$ cat config.mk
export PLATFORM = sky130hd
export DESIGN_NAME = regfile_wb_arbiter_flat
export DESIGN_NICKNAME = d
export VERILOG_FILES = /design/src/rtl/regfile_wb_arbiter_pkg.sv /design/src/rtl/regfile_wb_arbiter_if.sv /design/src/rtl/regfile_wb_arbiter_rr_arb2.sv /design/src/rtl/regfile_wb_arbiter.sv /design/src/flat_wrapper.sv
export SDC_FILE = /design/constraint.sdc
export NUM_CORES = 1
export LEC_CHECK = 0
export ABC_CLOCK_PERIOD_IN_PS = 3910
export CAP_MARGIN = 20
export CORE_MARGIN = 2
export CORE_UTILIZATION = 31
export DETAILED_ROUTE_END_ITERATION = 12
export PLACE_DENSITY_LB_ADDON = 0.12
export SYNTH_ARGS = -nofsm -noshare
export SYNTH_HDL_FRONTEND = slang
export SYNTH_SLANG_ARGS = --single-unit
export TNS_END_PERCENT = 10
$ cat constraint.sdc
create_clock -name clk -period 3.91 [get_ports clk]
set_input_delay 1.173 -clock clk [delete_from_list [all_inputs] [get_ports clk]]
set_output_delay 1.173 -clock clk [all_outputs]
set_load 0.02 [all_outputs]
$ cat src/rtl/regfile_wb_arbiter_pkg.sv
// Shared CPU definitions used by the writeback arbiter: default widths,
// grant encoding and the saturating counter helper.
package regfile_wb_arbiter_pkg;

    localparam int unsigned XLEN_DEFAULT = 32;
    localparam int unsigned AW_DEFAULT   = 5;
    localparam int unsigned CNT_W        = 16;

    // Encoding of last_grant: which requester won most recently
    typedef enum logic {
        GRANT_A = 1'b0,
        GRANT_B = 1'b1
    } grant_e;

    // Increment that sticks at all-ones instead of wrapping
    function automatic logic [CNT_W-1:0] sat_inc(input logic [CNT_W-1:0] v);
        return (v == {CNT_W{1'b1}}) ? v : v + 1'b1;
    endfunction

endpackage

$ cat src/rtl/regfile_wb_arbiter_if.sv
// Bundle of the two writeback requesters, the register-file write port and
// the arbiter status outputs.
interface regfile_wb_arbiter_if #(
    parameter int unsigned XLEN = regfile_wb_arbiter_pkg::XLEN_DEFAULT,
    parameter int unsigned AW   = regfile_wb_arbiter_pkg::AW_DEFAULT
);
    logic                                     a_valid;
    logic [AW-1:0]                            a_rd;
    logic [XLEN-1:0]                          a_data;
    logic                                     a_ready;
    logic                                     b_valid;
    logic [AW-1:0]                            b_rd;
    logic [XLEN-1:0]                          b_data;
    logic                                     b_ready;
    logic                                     wb_wen;
    logic [AW-1:0]                            wb_rd;
    logic [XLEN-1:0]                          wb_data;
    logic                                     last_grant;
    logic [regfile_wb_arbiter_pkg::CNT_W-1:0] conflict_cnt;

    // Requester / register-file side
    modport master (
        output a_valid, a_rd, a_data, b_valid, b_rd, b_data,
        input  a_ready, b_ready, wb_wen, wb_rd, wb_data, last_grant, conflict_cnt
    );

    // Arbiter side
    modport slave (
        input  a_valid, a_rd, a_data, b_valid, b_rd, b_data,
        output a_ready, b_ready, wb_wen, wb_rd, wb_data, last_grant, conflict_cnt
    );
endinterface

$ cat src/rtl/regfile_wb_arbiter_rr_arb2.sv
// Two-way round-robin grant cell. Readies are combinational from the valids
// and the stored last grant; the stored grant follows every actual grant.
module rr_arb2
    import regfile_wb_arbiter_pkg::*;
(
    input  logic clk,
    input  logic rst,
    input  logic a_valid,
    input  logic b_valid,
    output logic a_ready,
    output logic b_ready,
    output logic last_grant
);

    grant_e last_q;

    // Grant selection: contention goes to whoever did not win last time
    always_comb begin
        a_ready = 1'b0;
        b_ready = 1'b0;
        if (!rst) begin
            if (a_valid && b_valid) begin
                a_ready = (last_q == GRANT_B);
                b_ready = (last_q == GRANT_A);
            end else begin
                a_ready = a_valid;
                b_ready = b_valid;
            end
        end
    end

    // Remember the winner; reset to B so A wins the first contention
    always_ff @(posedge clk) begin
        if (rst) begin
            last_q <= GRANT_B;
        end else if (a_ready) begin
            last_q <= GRANT_A;
        end else if (b_ready) begin
            last_q <= GRANT_B;
        end
    end

    assign last_grant = last_q;

endmodule

$ cat src/rtl/regfile_wb_arbiter.sv
// Register-file writeback arbiter: picks one of ALU / load-unit writes per
// cycle and registers it onto the register-file write port one cycle later.
module regfile_wb_arbiter
    import regfile_wb_arbiter_pkg::*;
#(
    parameter int unsigned XLEN = XLEN_DEFAULT,
    parameter int unsigned AW   = AW_DEFAULT
) (
    input  logic         clk,
    input  logic         rst,
    regfile_wb_arbiter_if.slave bus
);

    logic             grant;
    logic [AW-1:0]    sel_rd;
    logic [XLEN-1:0]  sel_data;
    logic             wen_q;
    logic [AW-1:0]    rd_q;
    logic [XLEN-1:0]  data_q;
    logic [CNT_W-1:0] cnt_q;

    rr_arb2 u_rr_arb2 (
        .clk        (clk),
        .rst        (rst),
        .a_valid    (bus.a_valid),
        .b_valid    (bus.b_valid),
        .a_ready    (bus.a_ready),
        .b_ready    (bus.b_ready),
        .last_grant (bus.last_grant)
    );

    // Mux the granted requester's destination and data
    always_comb begin
        grant    = bus.a_ready | bus.b_ready;
        sel_rd   = bus.a_ready ? bus.a_rd : bus.b_rd;
        sel_data = bus.a_ready ? bus.a_data : bus.b_data;
    end

    // Output register: x0 writes are consumed but never enabled; address and
    // data hold when nothing was granted
    always_ff @(posedge clk) begin
        if (rst) begin
            wen_q  <= 1'b0;
            rd_q   <= '0;
            data_q <= '0;
        end else begin
            wen_q <= grant && (sel_rd != '0);
            if (grant) begin
                rd_q   <= sel_rd;
                data_q <= sel_data;
            end
        end
    end

    // Saturating count of cycles with both requesters valid
    always_ff @(posedge clk) begin
        if (rst) begin
            cnt_q <= '0;
        end else if (bus.a_valid && bus.b_valid) begin
            cnt_q <= sat_inc(cnt_q);
        end
    end

    assign bus.wb_wen       = wen_q;
    assign bus.wb_rd        = rd_q;
    assign bus.wb_data      = data_q;
    assign bus.conflict_cnt = cnt_q;

endmodule

$ cat src/flat_wrapper.sv
// flat-port wrapper written by rule: the top's interface ports become plain ports
module regfile_wb_arbiter_flat import regfile_wb_arbiter_pkg::*;
#(
    parameter int unsigned XLEN = XLEN_DEFAULT,
    parameter int unsigned AW   = AW_DEFAULT
)
  (clk, rst, bus_a_valid, bus_a_rd, bus_a_data, bus_b_valid, bus_b_rd, bus_b_data, bus_a_ready, bus_b_ready, bus_wb_wen, bus_wb_rd, bus_wb_data, bus_last_grant, bus_conflict_cnt);
  regfile_wb_arbiter_if #(.XLEN(XLEN), .AW(AW)) bus_i ();
  input  logic clk;
  input  logic rst;
  input wire logic [$bits(bus_i.a_valid)-1:0] bus_a_valid;
  input wire logic [$bits(bus_i.a_rd)-1:0] bus_a_rd;
  input wire logic [$bits(bus_i.a_data)-1:0] bus_a_data;
  input wire logic [$bits(bus_i.b_valid)-1:0] bus_b_valid;
  input wire logic [$bits(bus_i.b_rd)-1:0] bus_b_rd;
  input wire logic [$bits(bus_i.b_data)-1:0] bus_b_data;
  output wire logic [$bits(bus_i.a_ready)-1:0] bus_a_ready;
  output wire logic [$bits(bus_i.b_ready)-1:0] bus_b_ready;
  output wire logic [$bits(bus_i.wb_wen)-1:0] bus_wb_wen;
  output wire logic [$bits(bus_i.wb_rd)-1:0] bus_wb_rd;
  output wire logic [$bits(bus_i.wb_data)-1:0] bus_wb_data;
  output wire logic [$bits(bus_i.last_grant)-1:0] bus_last_grant;
  output wire logic [$bits(bus_i.conflict_cnt)-1:0] bus_conflict_cnt;
  assign bus_i.a_valid = bus_a_valid;
  assign bus_i.a_rd = bus_a_rd;
  assign bus_i.a_data = bus_a_data;
  assign bus_i.b_valid = bus_b_valid;
  assign bus_i.b_rd = bus_b_rd;
  assign bus_i.b_data = bus_b_data;
  assign bus_a_ready = bus_i.a_ready;
  assign bus_b_ready = bus_i.b_ready;
  assign bus_wb_wen = bus_i.wb_wen;
  assign bus_wb_rd = bus_i.wb_rd;
  assign bus_wb_data = bus_i.wb_data;
  assign bus_last_grant = bus_i.last_grant;
  assign bus_conflict_cnt = bus_i.conflict_cnt;
  regfile_wb_arbiter #(.XLEN(XLEN), .AW(AW)) u_core (.clk(clk), .rst(rst), .bus(bus_i));
endmodule
### Word level (Yosys, flattened, before mapping)

Index checks and enable logic that the tools add are counted.

| storage, ports and cells | value |
|---|---|
| flip-flop bits (word level) | 55 |
| word-level logic and storage cells | 23 |
| input bits | 78 |
| output and inout bits | 57 |

| operators by class | value |
|---|---|
| multiplexer cells | 8 |
| bitwise operators | 3 |
| add/subtract/negate cells | 1 |
| reductions and logical operators | 5 |
| equality and inequality tests | 1 |

Operator list:

| kind | count |
|---|---|
| $mux 32 | 1 |
| $add 16x1->16 const B | 1 |
| $eq 16x16->1 const B | 1 |
| $mux 1 | 6 |
| $mux 5 | 1 |
| $reduce_bool 5->1 | 1 |
| $logic_and 1x1->1 | 2 |
| $not 1->1 | 2 |
| $reduce_and 2->1 | 1 |
| $reduce_bool 2->1 | 1 |
| $or 1x1->1 | 1 |

### Depth between registers and ports, before layout

Gate-level depths: netlist (run 1).

| depth | value |
|---|---|
| word-level depth | 6 |
| depth in mapped cells | 6 |
| gate-level depth less buffers | 5 |

### By module

Synthesis (run 1) repeated with hierarchy kept, for this count alone.

| second synthesis, totals | value |
|---|---|
| cells, all modules | 317 |
| area, all modules | 2611.3 um^2 |

Modules (own cells, without submodules):

| module | instances | area each (um^2) | cells an instance | sequential area each (um^2) |
|---|---|---|---|---|
| regfile_wb_arbiter | 1 | 2551.2 | 310 | 1081.0 |
| rr_arb2 | 1 | 60.1 | 7 | 20.0 |

### Worst setup path before layout (run 1)

No wires, ideal clock.

| timing path | value |
|---|---|
| path type | input-to-output |
| start point | input bus_b_valid |
| end point | output bus_b_ready |
| slack | 680 ps |
| cell stages on the path | 3 |
| buffers on the path | 1 |
| arrival | 2057 ps |
| data required time | 2737 ps |
| path through | inv_1 > a211oi_2 > clkbuf_1 |

| between the ends | value |
|---|---|
| word-level cells in the longest chain between the ends | 3 |

Ends and longest elaborated chain:

| element | RTL line | source |
|---|---|---|
| from (decl) | flat_wrapper.sv:14 | `input wire logic [$bits(bus_i.b_valid)-1:0] bus_b_valid;` |
| $logic_and 1x1->1 | regfile_wb_arbiter_rr_arb2.sv:22 | `if (a_valid && b_valid) begin` |
| $mux 1 * | regfile_wb_arbiter_rr_arb2.sv:22 |  |
| $mux 1 * | regfile_wb_arbiter_rr_arb2.sv:21 | `if (!rst) begin` |
| to (decl) | flat_wrapper.sv:18 | `output wire logic [$bits(bus_i.b_ready)-1:0] bus_b_ready;` |

Every way passes the cells marked *; elsewhere a longest branch is shown, timed or not.

### Final worst setup path (run 1)

| timing path | value |
|---|---|
| start point | input bus_a_valid |
| end point | output bus_b_ready |

| between the ends | value |
|---|---|
| word-level cells in the longest chain between the ends | 3 |

Ends and longest elaborated chain:

| element | RTL line | source |
|---|---|---|
| from (decl) | flat_wrapper.sv:11 | `input wire logic [$bits(bus_i.a_valid)-1:0] bus_a_valid;` |
| $logic_and 1x1->1 | regfile_wb_arbiter_rr_arb2.sv:22 |  |
| $mux 1 | regfile_wb_arbiter_rr_arb2.sv:22 |  |
| $mux 1 | regfile_wb_arbiter_rr_arb2.sv:21 |  |

Every way passes these cells.

==> run summary, run 1 <==
The number of global-route vias before repair is 2,289. Total CTS buffers: 5. The first detailed-routing pass took 6 iterations. Entering global routing, the biggest net connects 57 pins. The number of antenna violations at the first check in global routing came out at 0. The logs give 0 ns for the total negative slack and 0.508 for the sequential share of power. The most utilized layer in the global route result is met2. Highest net fanout along the worst path: 5. The number of H-tree levels is 2, and the net count reported at finish is 456. The post-detailed-route DRC marker count was 0. The xor-xnor portion of the synthesized cell area was 0.003821; the setup skew after layout was 0.004628 ns.

Average vias per placed instance: 5.057. The run gives 7035 um as the routed wire length. The share of final-layout standard cells stronger than drive strength 1 is 0.06878.

The area enclosed by the die boundary is 8098 um2, and the number of I/O pins is 135. The number of cells produced by synthesis is 243. Power density over the cells: 308.6 nW/um2. The logs give 322 for the total nets after synthesis and 0.234 for the power share of the combinational group. Layout-stage area growth over the synthesis result: 68.56%.

The chip height works out to 89.99 um. The tools report the headroom to the max-slew limit as 0.5640. The number of distinct library cells after synthesis came out at 34. The path class of the tightest hold or removal check is register to register. The commonest cells after synthesis are sky130_fd_sc_hd__dfxtp_1, sky130_fd_sc_hd__nor2_1, sky130_fd_sc_hd__a222oi_1. At the end of routability-driven placement, the weighted congestion stood at 0.8185.

In this run the horizontal extent of the chip is 89.99 um. The most common cell in the synthesized netlist is sky130_fd_sc_hd__dfxtp_1. The logs give 873.8 uW for the design internal power and 318.7 uW for the net switching power. The worst setup path is captured at an output pin. Across the run, the number of max-cap violations was 0. The core region is 7214 um2. For this design, the CTS-stage hold fixing added 0 buffers. Setup repair after global routing left no endpoint under its margin. Setup slack on the critical path of the routed design comes to 0.1941 ns. The run finished with clean final reports. Worst supply voltage drop on vdd: 0.0001504 V. Yosys printed 0 warnings. Counting along the longest clock path gives a buffer depth of 2. Half-perimeter wire length after detailed placement: 4900 um.

Counting I/O delays and the setup requirement, the final critical path takes 3.716 ns. The root cell of the clock tree is sky130_fd_sc_hd__clkbuf_8. Counting flops with a built-in enable in the synthesized netlist gives 0. The diode insertion count for antenna repair is 0, and the synthesized-area fraction occupied by ao, oa, aoi and oai cells is 0.2369.

Input and output buffers added on the ports amount to 134. The tools report the hold violation count in the final report as 0. The met1 usage in global routing is 0.2017. The total count of max-transition violations in the final report was 0; the wire length of the first global-routing pass was 11,030 um.

The portion of the clock cycle consumed by the worst path in the final layout was 0.9503; the achievable frequency was 269.1 MHz. Cell type contributing the most total cell area after synthesis: sky130_fd_sc_hd__dfxtp_1. In the final routed layout, each cell accounts on average for 14.75 um. Mean instance size in the synthesized netlist: 9.433 um2. The post-layout total power came out at 1192 uW. The first routing iteration left 156 violations.

Setup violations remaining at the end of the flow were counted as 0. The mapped netlist covers 2292 um2. The portion of the post-synthesis area used by sequential elements was 0.4803; the number of clock sinks was 55. The leading register cell type out of synthesis is sky130_fd_sc_hd__dfxtp_1. After synthesis the netlist holds a flip-flop and latch count of 55. The switching power as a share of total power works out to 0.2672. The run gives 0.2790 as the met2 global-route usage. The clock reaches the later pin of the worst-skew pair after 0.31 ns. For this run the aggregate overflow at the end of global routing stands at 0. TritonCTS built the clock tree. Prior to clock tree synthesis, the placed netlist has a worst setup slack of -0.07801 ns.

Clock-pin slew was measured on the worst setup and hold paths at 0.09 ns. The final route contains 2,412 vias. For the worst setup path, the data required time is 2.74 ns. At the pin with the least slew margin, the transition time is 0.6535 ns. The startpoint type of the worst setup path is a primary input. The dominant combinational cell family by area after synthesis was compound AO/OA/AOI/OAI gates.

For the global-route usage over all layers, the log shows 0.1645. The critical path class is primary input to output pin. The tools report the global routing usage on met3 as 0.05197. The share of cell area taken by muxes after synthesis was 0.05731. STA puts the critical path data arrival time at 2.54 ns.

In this run the static leakage power is 0.001351 uW. After synthesis, the cell types taking the most area are sky130_fd_sc_hd__dfxtp_1, sky130_fd_sc_hd__a222oi_1, sky130_fd_sc_hd__nor2_1. Fill cells in the final layout number 702. The count of antenna-violating nets left after detailed routing was 0.

The top-area cell type share of the netlist area was 0.4803. The floorplan has 31 rows. The initial core utilization is 0.3177, and the basic-gate share of the synthesized area counting and, or, nand and nor cells is 0.1774. For the portion of total power attributed to the clock network, the log shows 0.258.

The adder-cell share of the synthesized area works out to 0.005459. The share of synthesized registers carrying an async set or reset works out to 0.
==> registers in the layout (all words and copies together) (netlist names) <==
signal,count
u_core.u_rr_arb2.last_grant,1
u_core.bus.wb_wen,1
u_core.bus.conflict_cnt,16
u_core.bus.wb_data,32
u_core.bus.wb_rd,5
==> cells by family after synthesis <==
logic type                 Yosys count
AOI/OAI and AO/OA                   67
xor gates and xnor gates             1
adders and majority gates            1
buffers and inverters               23
DFF                                 55
muxes                               13
and+or+nand+nor                     83
==> final timing paths <==
check | depth (start not counted) | slack, ns | end | from
min | 2 | 0.50 | u_core.bus.wb_rd[0] | u_core.bus.wb_rd[0]
max reg2reg | 5 | 1.87 | u_core.bus.conflict_cnt[14] | u_core.bus.conflict_cnt[0]
min reg2reg | 2 | 0.50 | u_core.bus.wb_rd[0] | u_core.bus.wb_rd[0]
max | 4 | 0.19 | bus_b_ready | bus_a_valid
==> final cells by class <==
type	instances	area [um2]	share of cell area
inverter	6	22.52	0.005829
sequential	55	1101	0.2850
clock buffer	7	76.32	0.01975
timing repair buffer	144	1416	0.3666
tap	99	123.9	0.03206
clock inverter	1	5.005	0.001295
multi-input combinational	165	1119	0.2895
==> placed cells by master, fill, tap and decap left out, types with 6 or more instances in the layout <==
cell / count
sky130_fd_sc_hd__clkdlybuf4s50_1: 131
sky130_fd_sc_hd__a21oi_1: 10
sky130_fd_sc_hd__dfxtp_1: 55
sky130_fd_sc_hd__or3_1: 6
sky130_fd_sc_hd__buf_4: 9
sky130_fd_sc_hd__a222oi_1: 27
sky130_fd_sc_hd__a211oi_1: 12
sky130_fd_sc_hd__nand3_1: 6
sky130_fd_sc_hd__inv_1: 6
sky130_fd_sc_hd__o21ai_0: 8
sky130_fd_sc_hd__nor2_1: 45
sky130_fd_sc_hd__mux2i_1: 12
==> through the flow <==
| stage | cell area (um2) | cells | utilization | hold WS [ns] |
|---|---|---|---|---|
| after floorplan | 2292 | 243 | - | 0.5701 |
| after global placement | 3770 | 468 | 0.5225 | 0.4794 |
| after detailed placement | 3785 | 469 | 0.5246 | 0.4860 |
| after CTS | 3864 | 477 | 0.5356 | 0.5054 |
| after global routing | 3864 | 477 | 0.5356 | 0.5241 |
| final | 3864 | 477 | 0.5356 | 0.5022 |
==> timing repair <==
item,in CTS,in global routing
resized for setup,2,0
buffers inserted,0,0
hold endpoints to repair,0,0
setup endpoints to repair,2,0
==> layer usage <==
layer,vias to the layer above,part of all wire
li1,1210,-
met4,0,0.011
met1,1116,0.43
met2,79,0.48
met5,-,0
met3,7,0.075
==> power by group through the flow <==
stage	combinational [uW]	sequential, uW	clock (uW)
final	279	606	308
after global routing	299	610	347
after CTS	282	606	321
after detailed placement	282	618	0
after global placement	279	618	0
after floorplan	80.5	653	0
==> worst max-delay path: stages <==
cell                              delay (ns)
sky130_fd_sc_hd__clkdlybuf4s50_1        0.52
sky130_fd_sc_hd__buf_4                  0.20
sky130_fd_sc_hd__a211oi_4               0.28
sky130_fd_sc_hd__dlygate4sd2_1          0.37
Power figures use the tool's default switching activity.
==> run 2: changes to the inputs <==
--- a/config.mk
+++ b/config.mk
@@ -11,6 +11,7 @@
 export CORE_UTILIZATION = 31
 export DETAILED_ROUTE_END_ITERATION = 12
 export PLACE_DENSITY_LB_ADDON = 0.12
+export SETUP_SLACK_MARGIN = 0.5
 export SYNTH_ARGS = -nofsm -noshare
 export SYNTH_HDL_FRONTEND = slang
 export SYNTH_SLANG_ARGS = --single-unit
==> run summary, run 2 (same netlist as run 1, synthesis figures left out) <==
The run gives 0.1642 (-0.0003557) as the global-route usage over all layers. For the cell total after placement, the log shows 469 (unchanged). For the area enclosed by the die boundary, the log shows 8098 um2 (unchanged).

Slew at the pin closest to its max-slew limit: 0.6660 ns (+0.01248 ns). Average detailed-routed wire length per instance: 14.81 um (+0.43%). TritonCTS built the clock tree. The number of setup violations in the final report was 0 (unchanged); the achievable frequency was 304.2 MHz (+13%).

The post-detailed-route DRC marker count is 0 (unchanged), and the register-to-register setup slack is 1.87 ns (about the same). The worst-case clock buffer depth was 2 (unchanged). The tools report the number of global-route vias before repair as 2,283 (-0.26%).

The tools report the routed wire length as 7065 um (+0.43%). Setup skew after layout: 0.004955 ns (+0.0003265 ns). Minimum clock period: 3.287 ns (-0.4286 ns).

The most common cell after layout, fill and taps aside is sky130_fd_sc_hd__clkdlybuf4s50_1. The startpoint identified for the worst hold timing path is u_core.bus.wb_rd[0]. Setup repair after global routing left no endpoint under its margin. The initial core utilization was 0.3177 (unchanged); the wire length of the first global-routing pass was 11,010 um (-0.19%).

The max-cap check violation count was 0 (unchanged). For the total number of vias, the log shows 2,423 (+0.46%). In the layout the commonest cells are sky130_fd_sc_hd__clkdlybuf4s50_1, sky130_fd_sc_hd__dfxtp_1, sky130_fd_sc_hd__nor2_1, sky130_fd_sc_hd__a222oi_1.

The hold violation count in the final report was 0 (unchanged); the number of input and output port buffers inserted was 134 (unchanged). The required time of the worst setup path was 2.74 ns (about the same). The portion of the clock cycle consumed by the worst path in the final layout is 0.8407 (-0.1096). The startpoint identified for the worst register-to-register timing path is u_core.bus.conflict_cnt[0]. The number of H-tree levels was 2 (unchanged). The worst setup path is captured at an output pin.

The average vias per placed instance was 5.080 (+0.46%); the data arrival time of the critical path was 2.11 ns (-0.43 ns). The diode insertion count for antenna repair was 0 (unchanged); the count of antenna-violating nets left after detailed routing was 0 (unchanged). The chip height was 89.99 um (unchanged); the worst supply voltage drop on vdd was 0.0001496 V (-0.53%). The number of clock sinks came out at 55 (unchanged). The number of cells on the worst hold path is 2 (unchanged), and the power density over the cells is 308.4 nW/um2 (about the same). The tools report the total congestion overflow after global routing as 0 (unchanged). STA classifies the critical path startpoint as a primary input.

The clock slew at the register clock pins of the worst setup and hold paths came out at 0.09 ns (about the same). The die width came out at 89.99 um (unchanged). The number of rows in the core area was 31 (unchanged). The final weighted congestion in routability-driven placement is 0.8185 (unchanged). The logs give 7214 um2 (unchanged) for the area inside the core boundary and 6 (unchanged) for the total iterations of the first detailed-routing run. The highest net fanout along the worst path was 5 (unchanged); the DRC violation total after the first TritonRoute iteration was 148 (-5.1%).

The run gives 0 (unchanged) as the post-CTS repair timing setup buffer count. For hold timing, the worst endpoint is u_core.bus.wb_rd[0]. The run gives 0 (unchanged) as the number of antenna violations at the first check in global routing. For the net count reported at finish, the log shows 456 (unchanged). The latest clock arrival within the worst-skew pair was 0.31 ns (about the same). The run gives 0 (unchanged) as the total count of max-transition violations in the final report. The final instance count without filler cells was 477 (unchanged); the share of final-layout standard cells stronger than drive strength 1 was 0.07407 (+0.005291).

For the half-perimeter wire length after detailed placement, the log shows 4900 um (unchanged). The tools report the total CTS buffers as 5 (unchanged). The number of flip-flops in the largest register was 32 (unchanged); the layout-stage area growth over the synthesis result was 68.67% (about the same). The run gives 57 (unchanged) as the pin count of the biggest net entering global routing. The critical path class was primary input to output pin. Logic depth of the worst register-to-register path: 5 (unchanged). Total leakage power: 0.001359 uW (+0.56%). The tools report the number of I/O pins as 135 (unchanged). The endpoint of the worst register-to-register path was u_core.bus.conflict_cnt[14].

The path class of the tightest hold or removal check is register to register. The tools report the total negative slack as 0 ns (unchanged). Headroom to the max-slew limit: 0.5557 (-0.008322). The root cell of the clock tree is sky130_fd_sc_hd__clkbuf_8. The flow ran to the end, and the final reports show no timing, DRC or antenna violations.
run 2: report_power, final:
part | total [uW] | internal [uW] | leakage, uW | switching [uW]
Clock | 307 | 126 | 0.0000422 | 181
Sequential | 606 | 589 | 0.000450 | 16.7
Combinational | 279 | 158 | 0.000866 | 121
run 2: how the worst max path moves through the flow:
stage,start,end,slack (ns),cells after the start
floorplan,bus_b_valid,bus_b_ready,0.68,3
global placement,bus_a_valid,bus_b_ready,-0.10,4
detailed placement,bus_a_valid,bus_b_ready,-0.08,4
CTS,bus_b_valid,bus_b_ready,0.49,4
global route,bus_a_valid,bus_b_ready,0.59,4
finish,bus_a_valid,bus_b_ready,0.62,4
run 2: area by class of cell:
class,instances,area [um2]
Clock buffer,7,76.32
Fill cell,701,3348
Sequential cell,55,1101
Tap cell,99,123.9
Timing Repair Buffer,144,1419
Multi-Input combinational cell,165,1119
Inverter,6,22.52
Clock inverter,1,5.005
run 2: what timing repair did:
| action | CTS | global route |
|---|---|---|
| hold buffers | 0 | 0 |
| endpoints found under the setup margin | 2 | 2 |
| hold endpoints to repair | 0 | 0 |
| pin swaps | 1 | 1 |
| gates resized for setup | 12 | 1 |
run 2: metal layers:
metal  vias to the layer above  GRT usage  wire length [um]
li1                       1210          -                 -
met1                      1128     0.2012              3065
met2                        78     0.2784              3402
met3                         7    0.05197               523
met4                         0    0.04615                74
met5                         -          0                 0
run 2: through the flow:
stage	instance area, um2	total power (uW)	utilization	setup slack (ns)	hold slack (ns)
6_report	3866	1192	0.5359	0.6227	0.5022
5_1_grt	3866	1256	0.5359	0.5873	0.5241
4_1_cts	3864	1210	0.5356	0.4937	0.5054
3_5_place_dp	3785	900.0	0.5246	-0.07801	0.4860
3_3_place_gp	3770	897.0	0.5225	-0.1033	0.4794
2_1_floorplan	2292	733.3	-	0.6799	0.5701
run 2: critical path, stage by stage:
cell and delay [ns]:
sky130_fd_sc_hd__dlygate4sd2_1 0.30, sky130_fd_sc_hd__buf_4 0.17, sky130_fd_sc_hd__a211oi_4 0.30, sky130_fd_sc_hd__buf_6 0.16
==> run 3: changes to the inputs <==
--- a/config.mk
+++ b/config.mk
@@ -5,7 +5,7 @@
 export SDC_FILE = /design/constraint.sdc
 export NUM_CORES = 1
 export LEC_CHECK = 0
-export ABC_CLOCK_PERIOD_IN_PS = 3910
+export ABC_CLOCK_PERIOD_IN_PS = 3400
 export CAP_MARGIN = 20
 export CORE_MARGIN = 2
 export CORE_UTILIZATION = 31
==> constraint.sdc (replaced) <==
create_clock -name clk -period 3.4 [get_ports clk]
set_input_delay 1.02 -clock clk [delete_from_list [all_inputs] [get_ports clk]]
set_output_delay 1.02 -clock clk [all_outputs]
set_load 0.02 [all_outputs]
==> run summary, run 3 (same netlist as run 1, synthesis figures left out) <==
The logs give 11,870 um (+7.8%) for the wire length of the first global-routing pass and 0.001384 uW (+1.9%) for the total leakage power. The flow ran to the end, and the final reports show no timing, DRC or antenna violations. The hold violation count in the final report is 0 (unchanged). Clock tree synthesis selected as its root buffer the cell sky130_fd_sc_hd__clkbuf_8. The max-cap check violation count was 0 (unchanged). The tools report the detailed-routed wire length on met2 as 3337 um (-1.9%).

Class of the tightest hold or removal check: register to register. The worst supply voltage drop on vdd was 0.0001747 V (+17%). The run gives 458 (+0.44%) as the net count reported at finish.

The run gives 0 (unchanged) as the number of setup violations in the final report. The number of flip-flops in the largest register works out to 32 (unchanged). The tools report the area enclosed by the die boundary as 8098 um2 (unchanged).

Startpoint type of the worst setup path: a primary input. For the area inside the core boundary, the log shows 7214 um2 (unchanged). The logs give 0.5022 ns (-0.00002900 ns) for the hold slack and 2 (unchanged) for the number of H-tree levels.

The minimum clock period was 2.912 ns; the initial core utilization was 0.3177 (unchanged). The DRC violation total after the first TritonRoute iteration came out at 139 (-6.1%). The count of antenna-violating nets left after detailed routing is 0 (unchanged), and the portion of the clock cycle consumed by the worst path in the final layout is 0.8566. For the number of buffers added to fix hold violations after cts, the log shows 0 (unchanged). The run gives 0 (unchanged) as the post-detailed-route DRC marker count.

The routed wire length is 7221 um (+2.2%). TritonCTS built the clock tree. The share of final-layout standard cells stronger than drive strength 1 came out at 0.08684 (+0.01277). Setup repair after global routing could not meet its margin everywhere.

The number of antenna violations at the first check in global routing was 0 (unchanged); the power density over the cells was 387.2 nW/um2 (+26%). In the layout the commonest cells are sky130_fd_sc_hd__clkdlybuf4s50_1, sky130_fd_sc_hd__dfxtp_1, sky130_fd_sc_hd__nor2_1, sky130_fd_sc_hd__a222oi_1. The average detailed-routed wire length per instance works out to 15.08 um (+1.8%). The switching power as a share of total power came out at 0.2419 (-0.02511). For the number of clock sinks, the log shows 55 (unchanged). The total iterations of the first detailed-routing run was 5 (-1). The slew at the pin closest to its max-slew limit came out at 0.4641 ns (-0.2018 ns). From synthesis to final layout, the design area changed by 71.78%. The most common cell after layout, fill and taps aside was sky130_fd_sc_hd__clkdlybuf4s50_1. Data arrival time of the critical path: 1.89 ns (-0.22 ns). For the cell total after placement, the log shows 468 (-0.21%). The worst-case clock buffer depth was 2 (unchanged); the clock slew at the register clock pins of the worst setup and hold paths was 0.09 ns (about the same). For the final weighted congestion in routability-driven placement, the log shows 0.8177 (about the same). The worst setup path is captured at an output pin. The die width was 89.99 um (unchanged). The global-route usage over all layers is 0.1784 (+0.01424), and the setup skew after layout is 0.009796 ns (+0.004841 ns).

The tools report the headroom to the max-slew limit as 0.6906 (+0.1349). The average vias per placed instance is 5.190 (+2.2%), and the portion of total power attributed to the clock network is 0.328 (+0.070). The chip height is 89.99 um (unchanged), and the diode insertion count for antenna repair is 0 (unchanged). The sequential share of power came out at 0.457 (-0.051). The design internal power was 1156 uW (+32%).

The number of input and output port buffers inserted was 134 (unchanged); the number of rows in the core area was 31 (unchanged). The wire length the detailed router placed on met1 came out at 3198 um (+4.3%). For the total congestion overflow after global routing, the log shows 0 (unchanged). The detailed router used layers up to and including met4. The logs give 2,486 (+2.6%) for the total number of vias and 572 um (+9.4%) for the wire length on met3. The run gives 5083 um (+3.7%) as the half-perimeter wire length after detailed placement. The logs give 5 (unchanged) for the total CTS buffers and 2,428 (+6.4%) for the number of global-route vias before repair. The highest net fanout along the worst path was 4 (-1).

The latest clock arrival within the worst-skew pair is 0.30 ns (about the same). Total count of max-transition violations in the final report: 0 (unchanged). Number of I/O pins: 135 (unchanged).

The net switching power came out at 368.7 uW (+16%). The final instance count without filler cells is 479 (+0.42%). The run gives 41 (-28%) as the pin count of the biggest net entering global routing. The critical path class was primary input to output pin.

For the achievable frequency, the log shows 343.4 MHz. The required time of the worst setup path was 2.38 ns (-0.36 ns). The post-layout total power is 1525 uW (+28%), and the power share of the combinational group is 0.214 (-0.020).
-- run 3: repair_timing --
item,CTS,global route
buffers inserted,2,0
pin swaps,2,0
endpoints found under the setup margin,2,2
resized for setup,18,1
-- run 3: routing by layer --
layer / track usage / up-vias
met1: 0.2349 / 1171
met2: 0.2778 / 87
met3: 0.06203 / 8
li1: - / 1220
met4: 0.05256 / 0
met5: 0 / -
-- run 3: path summary, 6_finish.rpt --
check / startpoint / to / slack [ns] / cells after the start
hold reg to reg: u_core.bus.wb_rd[3] / u_core.bus.wb_rd[3] / 0.50 / 2
setup reg to reg: u_core.bus.conflict_cnt[0] / u_core.bus.conflict_cnt[14] / 1.36 / 5
setup / recovery: bus_a_valid / bus_b_ready / 0.49 / 4
hold / removal: u_core.bus.wb_rd[3] / u_core.bus.wb_rd[3] / 0.50 / 2
-- run 3: area by class of cell --
cell class                      count  area [um2]
Fill cell                         688        3277
Timing Repair Buffer              146        1430
Clock inverter                      2       60.06
Tap cell                           99       123.9
Clock buffer                        6       72.57
Inverter                            6       22.52
Multi-Input combinational cell    165        1127
Sequential cell                    55        1101
-- run 3: through the flow --
step / util / setup TNS [ns] / area, um2 / worst slack (ns)
after global routing: 0.5458 / 0 / 3938 / 0.4698
after global placement: 0.5225 / -0.5983 / 3770 / -0.3147
after floorplan: - / 0 / 2293 / 0.5681
after detailed placement: 0.5225 / -0.5418 / 3770 / -0.2871
after CTS: 0.5439 / 0 / 3924 / 0.4855
final: 0.5458 / 0 / 3938 / 0.4877
-- run 3: worst max-delay path, cell delays in order --
cell                              delay [ns]
sky130_fd_sc_hd__clkdlybuf4s15_1        0.23
sky130_fd_sc_hd__buf_6                  0.16
sky130_fd_sc_hd__a211oi_4               0.31
sky130_fd_sc_hd__buf_6                  0.17
-- run 3: power by group through the flow --
stage | Sequential [uW] | Combinational [uW] | Clock, uW
after floorplan | 751 | 92.7 | 0
after global placement | 710 | 323 | 0
after detailed placement | 711 | 324 | 0
after CTS | 697 | 328 | 520
after global routing | 702 | 350 | 544
final | 697 | 327 | 501
